### config.mk
export PLATFORM = sky130hd
export DESIGN_NAME = wb_master_flat
export DESIGN_NICKNAME = d
export VERILOG_FILES = /design/src/rtl/wb_pkg.sv /design/src/rtl/wb_master_if.sv /design/src/rtl/wb_master.sv /design/src/flat_wrapper.sv
export SDC_FILE = /design/constraint.sdc
export NUM_CORES = 1
export LEC_CHECK = 0
export BUFFER_PORTS_ARGS = -buffer_cell sky130_fd_sc_hd__buf_2
export CORE_MARGIN = 3
export CORE_UTILIZATION = 42
export CTS_CLUSTER_DIAMETER = 60
export DETAILED_ROUTE_END_ITERATION = 10
export GPL_TIMING_DRIVEN = 0
export PLACE_DENSITY_LB_ADDON = 0.1
export RECOVER_POWER = 25
export SYNTH_ARGS = -nofsm -noshare
export SYNTH_HDL_FRONTEND = slang
export SYNTH_SLANG_ARGS = --single-unit
### constraint.sdc
create_clock -name clk -period 1.7 [get_ports clk]
set_input_delay 0.085 -clock clk [delete_from_list [all_inputs] [get_ports clk]]
set_output_delay 0.085 -clock clk [all_outputs]
set_load 0.01 [all_outputs]
### src/rtl/wb_pkg.sv
// Shared definitions for the PicoRV32-to-Wishbone classic bridge.
// Holds the FSM state encoding and the fixed bus constants.
package wb_pkg;

  typedef enum logic [1:0] {
    ST_IDLE = 2'b00,
    ST_BUS  = 2'b01,
    ST_DONE = 2'b10
  } wb_state_e;

  localparam logic [31:0] WB_ALL_ONES = 32'hFFFF_FFFF;
  localparam logic [3:0]  WB_SEL_WORD = 4'hF;

endpackage

### src/rtl/wb_master_if.sv
// Wishbone classic bus bundle between the bridge (master) and a slave.
interface wb_master_if;
  logic        o_wb_cyc;
  logic        o_wb_stb;
  logic        o_wb_we;
  logic [31:0] o_wb_adr;
  logic [31:0] o_wb_data;
  logic [3:0]  o_wb_sel;
  logic [31:0] i_wb_data;
  logic        i_wb_ack;
  logic        i_wb_err;

  modport master (
    output o_wb_cyc, o_wb_stb, o_wb_we, o_wb_adr, o_wb_data, o_wb_sel,
    input  i_wb_data, i_wb_ack, i_wb_err
  );

  modport slave (
    input  o_wb_cyc, o_wb_stb, o_wb_we, o_wb_adr, o_wb_data, o_wb_sel,
    output i_wb_data, i_wb_ack, i_wb_err
  );
endinterface

### src/rtl/wb_master.sv
// PicoRV32 native memory port to Wishbone classic master, one transfer at a time,
// with a bounded wait for ack/err and a sticky bus-error flag.
module wb_master
  import wb_pkg::*;
#(
  parameter int unsigned TIMEOUT = 255
) (
  input  logic              clk,
  input  logic              rst_n,
  input  logic              mem_valid,
  input  logic [31:0]       mem_addr,
  input  logic [31:0]       mem_wdata,
  input  logic [3:0]        mem_wstrb,
  output logic              mem_ready,
  output logic [31:0]       mem_rdata,
  wb_master_if.master       wb,
  output logic              o_bus_err,
  input  logic              i_err_clr
);

  localparam int unsigned     CNT_W    = $clog2(TIMEOUT) + 1;
  localparam logic [CNT_W-1:0] CNT_LAST = CNT_W'(TIMEOUT - 1);

  wb_state_e        r_state, w_state;
  logic             r_cyc, w_cyc;
  logic             r_we, w_we;
  logic [31:0]      r_adr, w_adr;
  logic [31:0]      r_data, w_data;
  logic [3:0]       r_sel, w_sel;
  logic             r_ready, w_ready;
  logic [31:0]      r_rdata, w_rdata;
  logic             r_bus_err, w_bus_err;
  logic [CNT_W-1:0] r_cnt, w_cnt;
  logic             w_err_set;

  // Next-state and next-output logic; every register holds unless a branch says otherwise.
  always_comb begin
    w_state   = r_state;
    w_cyc     = r_cyc;
    w_we      = r_we;
    w_adr     = r_adr;
    w_data    = r_data;
    w_sel     = r_sel;
    w_ready   = 1'b0;
    w_rdata   = r_rdata;
    w_cnt     = r_cnt;
    w_err_set = 1'b0;

    case (r_state)
      ST_IDLE: begin
        if (mem_valid) begin
          w_state = ST_BUS;
          w_cyc   = 1'b1;
          w_adr   = mem_addr;
          w_data  = mem_wdata;
          w_we    = |mem_wstrb;
          w_sel   = (|mem_wstrb) ? mem_wstrb : WB_SEL_WORD;
          w_cnt   = '0;
        end else begin
          w_state = ST_IDLE;
        end
      end
      ST_BUS: begin
        // err outranks ack; both outrank the timeout in the same cycle
        if (wb.i_wb_err || (!wb.i_wb_ack && (r_cnt == CNT_LAST))) begin
          w_state   = ST_DONE;
          w_cyc     = 1'b0;
          w_ready   = 1'b1;
          w_rdata   = WB_ALL_ONES;
          w_err_set = 1'b1;
        end else if (wb.i_wb_ack) begin
          w_state = ST_DONE;
          w_cyc   = 1'b0;
          w_ready = 1'b1;
          w_rdata = r_we ? r_rdata : wb.i_wb_data;
        end else begin
          w_cnt = r_cnt + CNT_W'(1);
        end
      end
      ST_DONE: begin
        w_state = ST_IDLE;
      end
      default: begin
        w_state = ST_IDLE;
        w_cyc   = 1'b0;
      end
    endcase

    if (w_err_set) begin
      w_bus_err = 1'b1;
    end else if (i_err_clr) begin
      w_bus_err = 1'b0;
    end else begin
      w_bus_err = r_bus_err;
    end
  end

  // State and output registers, cleared immediately by reset.
  always_ff @(posedge clk or negedge rst_n) begin
    if (!rst_n) begin
      r_state   <= ST_IDLE;
      r_cyc     <= 1'b0;
      r_we      <= 1'b0;
      r_adr     <= 32'h0000_0000;
      r_data    <= 32'h0000_0000;
      r_sel     <= 4'h0;
      r_ready   <= 1'b0;
      r_rdata   <= 32'h0000_0000;
      r_bus_err <= 1'b0;
      r_cnt     <= '0;
    end else begin
      r_state   <= w_state;
      r_cyc     <= w_cyc;
      r_we      <= w_we;
      r_adr     <= w_adr;
      r_data    <= w_data;
      r_sel     <= w_sel;
      r_ready   <= w_ready;
      r_rdata   <= w_rdata;
      r_bus_err <= w_bus_err;
      r_cnt     <= w_cnt;
    end
  end

  // stb shares the cyc register so it can never be high on its own
  assign wb.o_wb_cyc  = r_cyc;
  assign wb.o_wb_stb  = r_cyc;
  assign wb.o_wb_we   = r_we;
  assign wb.o_wb_adr  = r_adr;
  assign wb.o_wb_data = r_data;
  assign wb.o_wb_sel  = r_sel;
  assign mem_ready    = r_ready;
  assign mem_rdata    = r_rdata;
  assign o_bus_err    = r_bus_err;

endmodule

### src/flat_wrapper.sv
// flat-port wrapper written by rule: the top's interface ports become plain ports
module wb_master_flat import wb_pkg::*;
#(
  parameter int unsigned TIMEOUT = 255
)
  (clk, rst_n, mem_valid, mem_addr, mem_wdata, mem_wstrb, mem_ready, mem_rdata, o_bus_err, i_err_clr, wb_o_wb_cyc, wb_o_wb_stb, wb_o_wb_we, wb_o_wb_adr, wb_o_wb_data, wb_o_wb_sel, wb_i_wb_data, wb_i_wb_ack, wb_i_wb_err);
  wb_master_if wb_i ();
  input  logic clk;
  input  logic rst_n;
  input  logic mem_valid;
  input  logic [31:0] mem_addr;
  input  logic [31:0] mem_wdata;
  input  logic [3:0] mem_wstrb;
  output logic mem_ready;
  output logic [31:0] mem_rdata;
  output logic o_bus_err;
  input  logic i_err_clr;
  output wire logic [$bits(wb_i.o_wb_cyc)-1:0] wb_o_wb_cyc;
  output wire logic [$bits(wb_i.o_wb_stb)-1:0] wb_o_wb_stb;
  output wire logic [$bits(wb_i.o_wb_we)-1:0] wb_o_wb_we;
  output wire logic [$bits(wb_i.o_wb_adr)-1:0] wb_o_wb_adr;
  output wire logic [$bits(wb_i.o_wb_data)-1:0] wb_o_wb_data;
  output wire logic [$bits(wb_i.o_wb_sel)-1:0] wb_o_wb_sel;
  input wire logic [$bits(wb_i.i_wb_data)-1:0] wb_i_wb_data;
  input wire logic [$bits(wb_i.i_wb_ack)-1:0] wb_i_wb_ack;
  input wire logic [$bits(wb_i.i_wb_err)-1:0] wb_i_wb_err;
  assign wb_o_wb_cyc = wb_i.o_wb_cyc;
  assign wb_o_wb_stb = wb_i.o_wb_stb;
  assign wb_o_wb_we = wb_i.o_wb_we;
  assign wb_o_wb_adr = wb_i.o_wb_adr;
  assign wb_o_wb_data = wb_i.o_wb_data;
  assign wb_o_wb_sel = wb_i.o_wb_sel;
  assign wb_i.i_wb_data = wb_i_wb_data;
  assign wb_i.i_wb_ack = wb_i_wb_ack;
  assign wb_i.i_wb_err = wb_i_wb_err;
  wb_master #(.TIMEOUT(TIMEOUT)) u_core (.clk(clk), .rst_n(rst_n), .mem_valid(mem_valid), .mem_addr(mem_addr), .mem_wdata(mem_wdata), .mem_wstrb(mem_wstrb), .mem_ready(mem_ready), .mem_rdata(mem_rdata), .wb(wb_i), .o_bus_err(o_bus_err), .i_err_clr(i_err_clr));
endmodule
Yosys cells after proc, flatten, opt, wreduce, memory -nomap -nowiden
Cells that the tools add are included.
{"block": "totals", "latchBits": 0, "reg_bits": 115, "mem_bits_ro": 0, "n_memories": 0, "in_bits": 106, "out_inout_bits": 105, "ramBits": 0}
{"block": "classes", "n_lt_le_gt_ge": 0, "eq_ne": 8, "n_mux": 23, "shifts": 0, "add_sub_neg": 1, "n_div": 0, "mul": 0, "n_reduce_logical": 12, "bitwise": 1}
{"cell": "two-way mux 32 bit", "n": 3}
{"cell": "two-way mux 9 bit", "n": 3}
{"cell": "one-hot mux 9 bit (2 select lines)", "n": 1}
{"cell": "two-way mux 1 bit", "n": 11}
{"cell": "adder 9 x 1 -> 9 bit, second input constant", "n": 1}
{"cell": "== test 9 x 8 -> 1 bit, second input constant", "n": 1}
{"cell": "inequality test 2 bit, second input constant", "n": 4}
{"cell": "AND reduction 3 bit", "n": 2}
{"cell": "nonzero test 2 bit", "n": 3}
{"cell": "two-way mux 2 bit", "n": 2}
{"cell": "two-way mux 4 bit", "n": 1}
{"cell": "one-hot mux 2 bit (2 select lines)", "n": 1}
{"cell": "AND reduction 4 bit", "n": 1}
{"cell": "OR reduction 4 bit", "n": 1}
{"cell": "inequality test 3 x 2 -> 1 bit, second input constant", "n": 1}
{"cell": "one-hot mux 1 bit (3 select lines)", "n": 1}
{"cell": "== test 2 x 1 -> 1 bit, second input constant", "n": 1}
{"cell": "== test 2 bit, second input constant", "n": 1}
{"cell": "zero test 2 bit", "n": 1}
{"cell": "AND reduction 2 bit", "n": 1}
{"cell": "logical AND 1 bit", "n": 1}
{"cell": "zero test 1 bit", "n": 1}
{"cell": "logical OR 1 bit", "n": 1}
{"cell": "inverter 1 bit", "n": 1}

Logic depth before layout (Yosys ltp)
Gate-level depths: netlist of run 1.
{"block": "depth", "depth_word": 6, "ltp_mapped": 7, "mapped_depth_nobuf": 6}

Worst setup path after synthesis of run 1
No wires, ideal clock.
{"block": "synth_path", "path_type": "reg2reg", "start": "reg u_core.r_cnt[0]", "end": "reg u_core.r_rdata[10] (netlist: u_core.mem_rdata[10])", "stages_incl_launch_ff": 8, "setup_ps": 65, "arrival_ps": 1553, "period_less_slack_ps": 1617, "path_slack_ps": 83, "t_required_ps": 1635, "path_buffers": 1, "cell_sequence": "dfrtp_1 > inv_1 > ha_1 > nor3b_2 > a31oi_4 > a21oi_4 > buf_4 > o22a_1"}
{"block": "synth_via", "elab_chain_cells": 5}
{"element": "from (decl)", "line_no": "wb_master.sv:33", "rtl": "logic [CNT_W-1:0] r_cnt, w_cnt;"}
{"element": "from (signal assigned)", "line_no": "wb_master.sv:121", "rtl": "r_cnt <= w_cnt;"}
{"element": "== test 9 x 8 -> 1 bit *", "line_no": "wb_master.sv:65", "rtl": "if (wb.i_wb_err || (!wb.i_wb_ack && (r_cnt == CNT_LAST))) begin"}
{"element": "logical AND 1 bit *", "line_no": "wb_master.sv:65"}
{"element": "logical OR 1 bit *", "line_no": "wb_master.sv:65"}
{"element": "inequality test 2 bit (no source line) / nonzero test 2 bit (equally long branches)"}
{"element": "AND reduction 3 bit (no source line)"}
{"element": "to (signal assigned)", "line_no": "wb_master.sv:119", "rtl": "r_rdata <= w_rdata;"}
{"element": "to (decl)", "line_no": "wb_master.sv:31", "rtl": "logic [31:0] r_rdata, w_rdata;"}
Mark *: on every way between the ends. The rest lies on a longest branch, timed or not.
A chain may end at the register's enable or synchronous reset.

Worst setup path after layout of run 1
{"block": "layout_path", "start": "reg u_core.r_cnt[7]", "end": "reg u_core.r_rdata[22] (netlist: u_core.mem_rdata[22])"}
The elaborated chain is that of the path after synthesis.

==> flow_summary_export.csv, run 1 <==
group,metric,value,unit
outcome,status,"complete, no violations",
pwr,p_sw,3937,uW
route,via_per_inst,4.925,
placement,globalplace.congestion,0.8067,
yosys,synth_top_area_cell,"dfrtp_1",
pwr,combinationalPowerShare,35.7,%
yosys,ys_types,45,
cts,cts_num_sinks,115,
global_route,grt_usage,22.13,%
sta,finalHoldViolations,0,
pwr,clock_power_share,29.3,%
global_route,grt_pass1_wl,21850,um
yosys,synth_ff_type,"dfrtp_1",
yosys,yosysMostFrequentCell,"dfrtp_1",
worst_setup_path,cpPeakStageDelay,0.44,ns
pwr,power.leakage,0.003441,uW
yosys,netlist_top_cells_area,"dfrtp_1, mux2_1, o22a_1",
sta,max_freq,602.4,MHz
cts,insertion_delay,0.51,ns
cts,clkSlewWorstSetupHoldPaths,0.06,ns
sta,timing.slew.headroom,40.69,%
route,wl_per_cell,16.52,um
global_route,antenna_found_initial,0,
cts,h-tree-depth,4,
worst_setup_path,crit_type,"flip-flop to flip-flop",
yosys,synth_top_area_share,62.79,%
route,firstDrtPassIters,4,
cts,cts_tree,"yes",
finish,fin_cells,813,
sta,tightest_slew,0.8897,ns
floorplan,ioPinCount,211,
sta,finalCriticalPeriod,1.660,ns
route,ant_nets,0,
sta,skew,0.007464,ns
yosys,yosys-top-cells-count,"dfrtp_1, mux2_1, o22a_1",
cts,cts_buffers,17,
finish,area_delta_synth_final,67.79,%
worst_setup_path,worstPathRequired,2.08,ns
floorplan,start_util,43.81,%
worst_setup_path,path_cells,"and4_1 -> a31oi_4 -> a21oi_4 -> buf_12 -> buf_8 -> o22a_1",
route,first_iter_violations,182,
sta,maxSlewViolCount,0,
finish,drive_gt1_share,43.13,%
placement,dpl.cell_count,664,
route,drc_errors,0,
sta,rsz0062_at_grt,"true",
yosys,syn_avg_cell_area,14.46,um2
sta,fin_crit_sh,97.66,%
pwr,peakVddDrop,1141,uV
finish,nets,773,
route,routed_wl,13430,um
yosys,yosysSeqAreaShare,62.79,%
floorplan,coreArea,0.01046,mm2
pwr,power.total,12500,uW
placement,dp_hpwl,8413,um
worst_setup_path,slowest_stage,"dfrtp_1",
yosys,synth-edff-count,0,
pwr,p_int,8562,uW
global_route,grt_pass1_vias,4388,
pwr,swShare,31.50,%
cts,cts_buffer_depth,2,
worst_setup_path,critPathLaunchType,"flip-flop",
floorplan,die_area,0.01220,mm2
floorplan,die_w,110.5,um
global_route,grt_max_degree,83,
pwr,seq_power_share,35.0,%
yosys,async_flop_share,100.0,%
yosys,yosys_warnings,0,
yosys,syn_nets,425,
worst_setup_path,worstPathMaxFanout,10,
pwr,p_per_area,1625,mW/mm2
global_route,grt-ovfl-total,0,
placement,portBuffers,210,
floorplan,chipHeight,110.5,um
route,vias,4004,
yosys,ys_ff_latch,115,
cts,root_buffer,"clkbuf_8",
run,maxCapViolations,0,
worst_setup_path,crit_arrival,2.04,ns
sta,finalSetupViolations,0,
finish,n_antenna_cell,0,
floorplan,rows,37,
worst_hold_path,hp-class,"input pin to asynchronous set/reset pin",
yosys,syn-cell-area,0.004583,mm2
worst_setup_path,endpoint_kind,"flip-flop",
yosys,synthCells,317,
==> layout by cell type (no fill, tap or decap), drive strengths merged, types with 3 or more instances in the layout <==
master and count:
o22a 32, buf 236, or3 3, dlygate4sd3 108, bufinv 4, nand2 5, a21oi 15, nand3 3
o22ai 3, dfrtp 115, o41ai 3, nor2 10, clkinvlp 3, o21ai 5, inv 8, mux2 64
nor3 5, clkbuf 23
==> registers in the layout, indices dropped and copies added, names as in the netlist <==
signal               cells
u_core.r_cnt             9
u_core.mem_ready         1
u_core.o_bus_err         1
u_core.wb.o_wb_cyc       1
u_core.wb.o_wb_we        1
u_core.r_state           2
u_core.wb.o_wb_adr      32
u_core.wb.o_wb_sel       4
u_core.mem_rdata        32
u_core.wb.o_wb_data     32
==> routing by layer <==
layer / wire [um] / track usage (%) / vias to the layer above
li1: - / - / 1873
met1: 5385 / 25.86 / 1945
met2: 6827 / 37.70 / 153
met3: 805 / 6.575 / 33
met4: 415 / 9.688 / 0
met5: 0 / 0 / -
==> kinds of logic (layout without fill, tap and decap cells) <==
| group | after synthesis | in the layout | synth area share, % |
|---|---|---|---|
| muxes | 65 | 65 | 15.94 |
| buffers and inverters | 24 | 384 | 3.440 |
| adders and majority gates | 2 | 2 | 0.5459 |
| DFF | 115 | 115 | 62.79 |
| and+or+nand+nor | 44 | 44 | 5.815 |
| AOI/OAI and AO/OA | 67 | 67 | 11.47 |
==> cell type report <==
cell class	instances	area, um2
inverters	8	30.03
flip-flops and latches	115	2879
repair buffers	329	2251
fillers	698	2773
plain buffers	16	171.4
clock inverters	9	152.6
well taps	136	170.2
multi-input cells	178	1573
clock buffers	22	462.9
==> worst max-delay path: cells and delay by family (launching register included) <==
kind	cells	cell delay, ns
simple gates	1	0.31
compound gates	3	0.50
flops	1	0.44
buf+inv	2	0.27
==> repair_timing <==
action | CTS | global route
gates resized for setup | 7 | 15
endpoints found under the hold margin | 221 | 0
hold buffers | 108 | 0
setup buffers | 6 | 2
pin swaps | 2 | 6
gates cloned | 0 | 2
setup endpoints to repair | 83 | 86
==> metrics by stage <==
| step | cell area, um2 | utilization, % | hold slack (ns) | setup TNS [ns] | setup WS, ns |
|---|---|---|---|---|---|
| floorplan | 4583 | - | -0.2106 | 0 | 0.08273 |
| global placement | 5804 | 55.48 | 0.2839 | -100.04 | -0.8066 |
| detailed placement | 5838 | 55.80 | -0.004137 | -8.627 | -0.2200 |
| CTS | 7609 | 72.72 | 0.03034 | 0 | 0.004333 |
| global route | 7690 | 73.50 | 0.3063 | -0.5590 | -0.03934 |
| finish | 7690 | 73.50 | 0.2393 | 0 | 0.03985 |
==> power groups by stage <==
stage,combinational [uW],clock [uW],sequential (uW)
2_1_floorplan,1780,0,4880
3_3_place_gp,3920,0,4340
3_5_place_dp,3990,0,4400
4_1_cts,4300,3730,4350
5_1_grt,4790,3850,4530
6_report,4460,3670,4370
==> final timing paths <==
kind	startpoint	cells after the start	slack [ns]	endpoint
max	u_core.r_cnt[7]	6	0.04	u_core.mem_rdata[22]
min	rst_n	2	0.24	u_core.wb.o_wb_data[26]
max reg2reg	u_core.r_cnt[7]	6	0.04	u_core.mem_rdata[22]
min reg2reg	u_core.mem_rdata[3]	1	0.48	u_core.mem_rdata[3]
max in group asynchronous	rst_n	3	0.55	u_core.r_state[0]
min in group clk	i_err_clr	3	0.33	u_core.o_bus_err
Power figures use the tool's default switching activity.
==> run 2: changes to the inputs <==
MAX_ROUTING_LAYER = met4   (was default)
PLACE_DENSITY_LB_ADDON = 0.12   (was 0.1)
==> run 2 against run 1 <==
Net effect: clock skew up 0.00075 ns; sequential share of layout area up 0.053 points; power down 1.3%; clock power down 5%; critical path type unchanged.
==> flow_summary_export.csv, run 2 (synthesis gave the netlist of run 1 again) <==
group,metric,value,unit
sta,finalSetupTns,0,ns
finish,final_common_cell,"buf_2",
placement,post_dp_cell_area,0.005834,mm2
cts,cts_num_sinks,115,
sta,finalCriticalPeriod,1.697,ns
route,vias,4035,
pwr,power.total,12340,uW
worst_setup_path,timing.rr.start,"u_core.r_cnt[1]",
sta,rsz0062_at_grt,"true",
run,maxCapViolations,0,
global_route,grt_pass1_vias,4298,
worst_setup_path,startpoint,"u_core.r_cnt[1]",
cts,root_buffer,"clkbuf_8",
worst_hold_path,hp-class,"input pin to flip-flop",
pwr,p_per_area,1606,mW/mm2
route,via_per_inst,4.963,
global_route,antenna_found_initial,0,
outcome,status,"complete, no violations",
finish,final_core_util,73.43,%
sta,timing.slew.headroom,14.39,%
global_route,grt-ovfl-total,0,
worst_setup_path,cpPeakStageDelay,0.44,ns
pwr,power.leakage,0.003439,uW
worst_setup_path,path_cells,"ha_4 -> nor3b_4 -> a31oi_4 -> a21oi_4 -> buf_12 -> buf_6 -> buf_6 -> o22a_1",
finish,nets,773,
sta,layout_setup_ws,0.002606,ns
placement,pre_cts_ws,-0.2152,ns
floorplan,chipHeight,110.5,um
finish,n_antenna_cell,0,
cts,h-tree-depth,4,
finish,area_delta_synth_final,67.62,%
route,drc_errors,0,
worst_setup_path,slowest_stage,"dfrtp_2",
global_route,grt_usage,23.02,%
cts,cts_buffer_depth,2,
worst_setup_path,crit_type,"flip-flop to flip-flop",
sta,finalSetupViolations,0,
worst_setup_path,worstPathMaxFanout,6,
worst_setup_path,cpMostUsedCell,"buf_6",
floorplan,coreArea,0.01046,mm2
worst_setup_path,endpoint_kind,"flip-flop",
placement,globalplace.congestion,0.8517,
floorplan,start_util,43.81,%
worst_setup_path,cp_num_buf_inv,3,
finish,seq_area,0.002880,mm2
sta,tightest_slew,1.284,ns
sta,finalHoldViolations,0,
finish,multi_input_area,0.001599,mm2
route,first_iter_violations,193,
route,wl_per_cell,16.63,um
cts,cts_buffers,17,
sta,fin_crit_sh,99.85,%
sta,skew,0.008211,ns
floorplan,rows,37,
worst_hold_path,hp-start,"wb_i_wb_err",
worst_setup_path,crit_arrival,2.08,ns
placement,dp_hpwl,8466,um
placement,portBuffers,210,
finish,drive_gt1_share,43.87,%
sta,maxSlewViolCount,0,
floorplan,die_w,110.5,um
route,ant_nets,0,
cts,insertion_delay,0.50,ns
floorplan,die_area,0.01220,mm2
cts,cts_tree,"yes",
worst_setup_path,worstPathRequired,2.08,ns
sta,max_freq,589.1,MHz
finish,num-fill-cells,699,
route,routed_wl,13520,um
floorplan,ioPinCount,211,
cts,clkSlewWorstSetupHoldPaths,0.06,ns
worst_setup_path,crit_family,"compound AO/OA/AOI/OAI gates",
finish,mostFrequentLayoutCells,"buf_2, dfrtp_1, dlygate4sd3_1",
global_route,grt_pass1_wl,22020,um
worst_setup_path,critPathLaunchType,"flip-flop",
route,firstDrtPassIters,4,
finish,finalInstanceArea,0.007682,mm2
pwr,peakVddDrop,915.5,uV
global_route,grt_max_degree,66,
## run 2: changes by cell type in the layout (fill, tap and decap cells not counted), sizes merged
cell / change
buf: +1
bufinv: -1
clkbuf: -1
clkinv: +4
clkinvlp: -2
dlygate4sd3: -1
## run 2: cell type report
class / count / area share [%]
Buffer: 16 / 2.134
Clock inverter: 10 / 1.710
Sequential cell: 115 / 37.49
Tap cell: 136 / 2.215
Multi-Input combinational cell: 178 / 20.81
Timing Repair Buffer: 329 / 29.27
Clock buffer: 21 / 5.977
Inverter: 8 / 0.3909
## run 2: metrics by stage
step	std cells	hold slack, ns
floorplan	317	-0.2106
global placement	663	0.2840
detailed placement	664	0.1641
CTS	805	0.01237
global route	813	0.04261
finish	813	0.03425
## run 2: repair_timing
action | CTS | global route
gates resized for setup | 5 | 22
endpoints found under the setup margin | 83 | 85
gates cloned | 0 | 2
setup buffers | 3 | 6
hold buffers | 107 | 0
endpoints found under the hold margin | 156 | 0
pin swaps | 2 | 3
## run 2: path summary, 6_finish.rpt
path	cells past startpoint	slack, ns	end
max	8	0.003	u_core.mem_rdata[1]
min	3	0.03	u_core.r_state[0]
max reg2reg	8	0.003	u_core.mem_rdata[1]
min reg2reg	1	0.48	u_core.wb.o_wb_data[27]
max in group asynchronous	3	0.31	u_core.r_cnt[1]
min in group asynchronous	2	0.43	u_core.wb.o_wb_data[20]
## run 2: worst min-delay path, cell delays in order
cell,delay [ns]
buf_2,0.17
a31o_2,0.16
a21oi_2,0.08
## run 2: where the power goes
part	total [uW]	internal [uW]	switching, uW	leakage (uW)
sequential	4380	3820	561	0.00127
clock	3500	2330	1170	0.000293
combinational	4460	2260	2200	0.00187
## run 2: layer usage
metal	up-vias	GRT usage, %	wire [um]
met5	-	-	0
met4	0	8.374	276
met3	23	6.027	743
met2	160	38.83	7024
met1	1989	26.53	5479
li1	1863	-	-
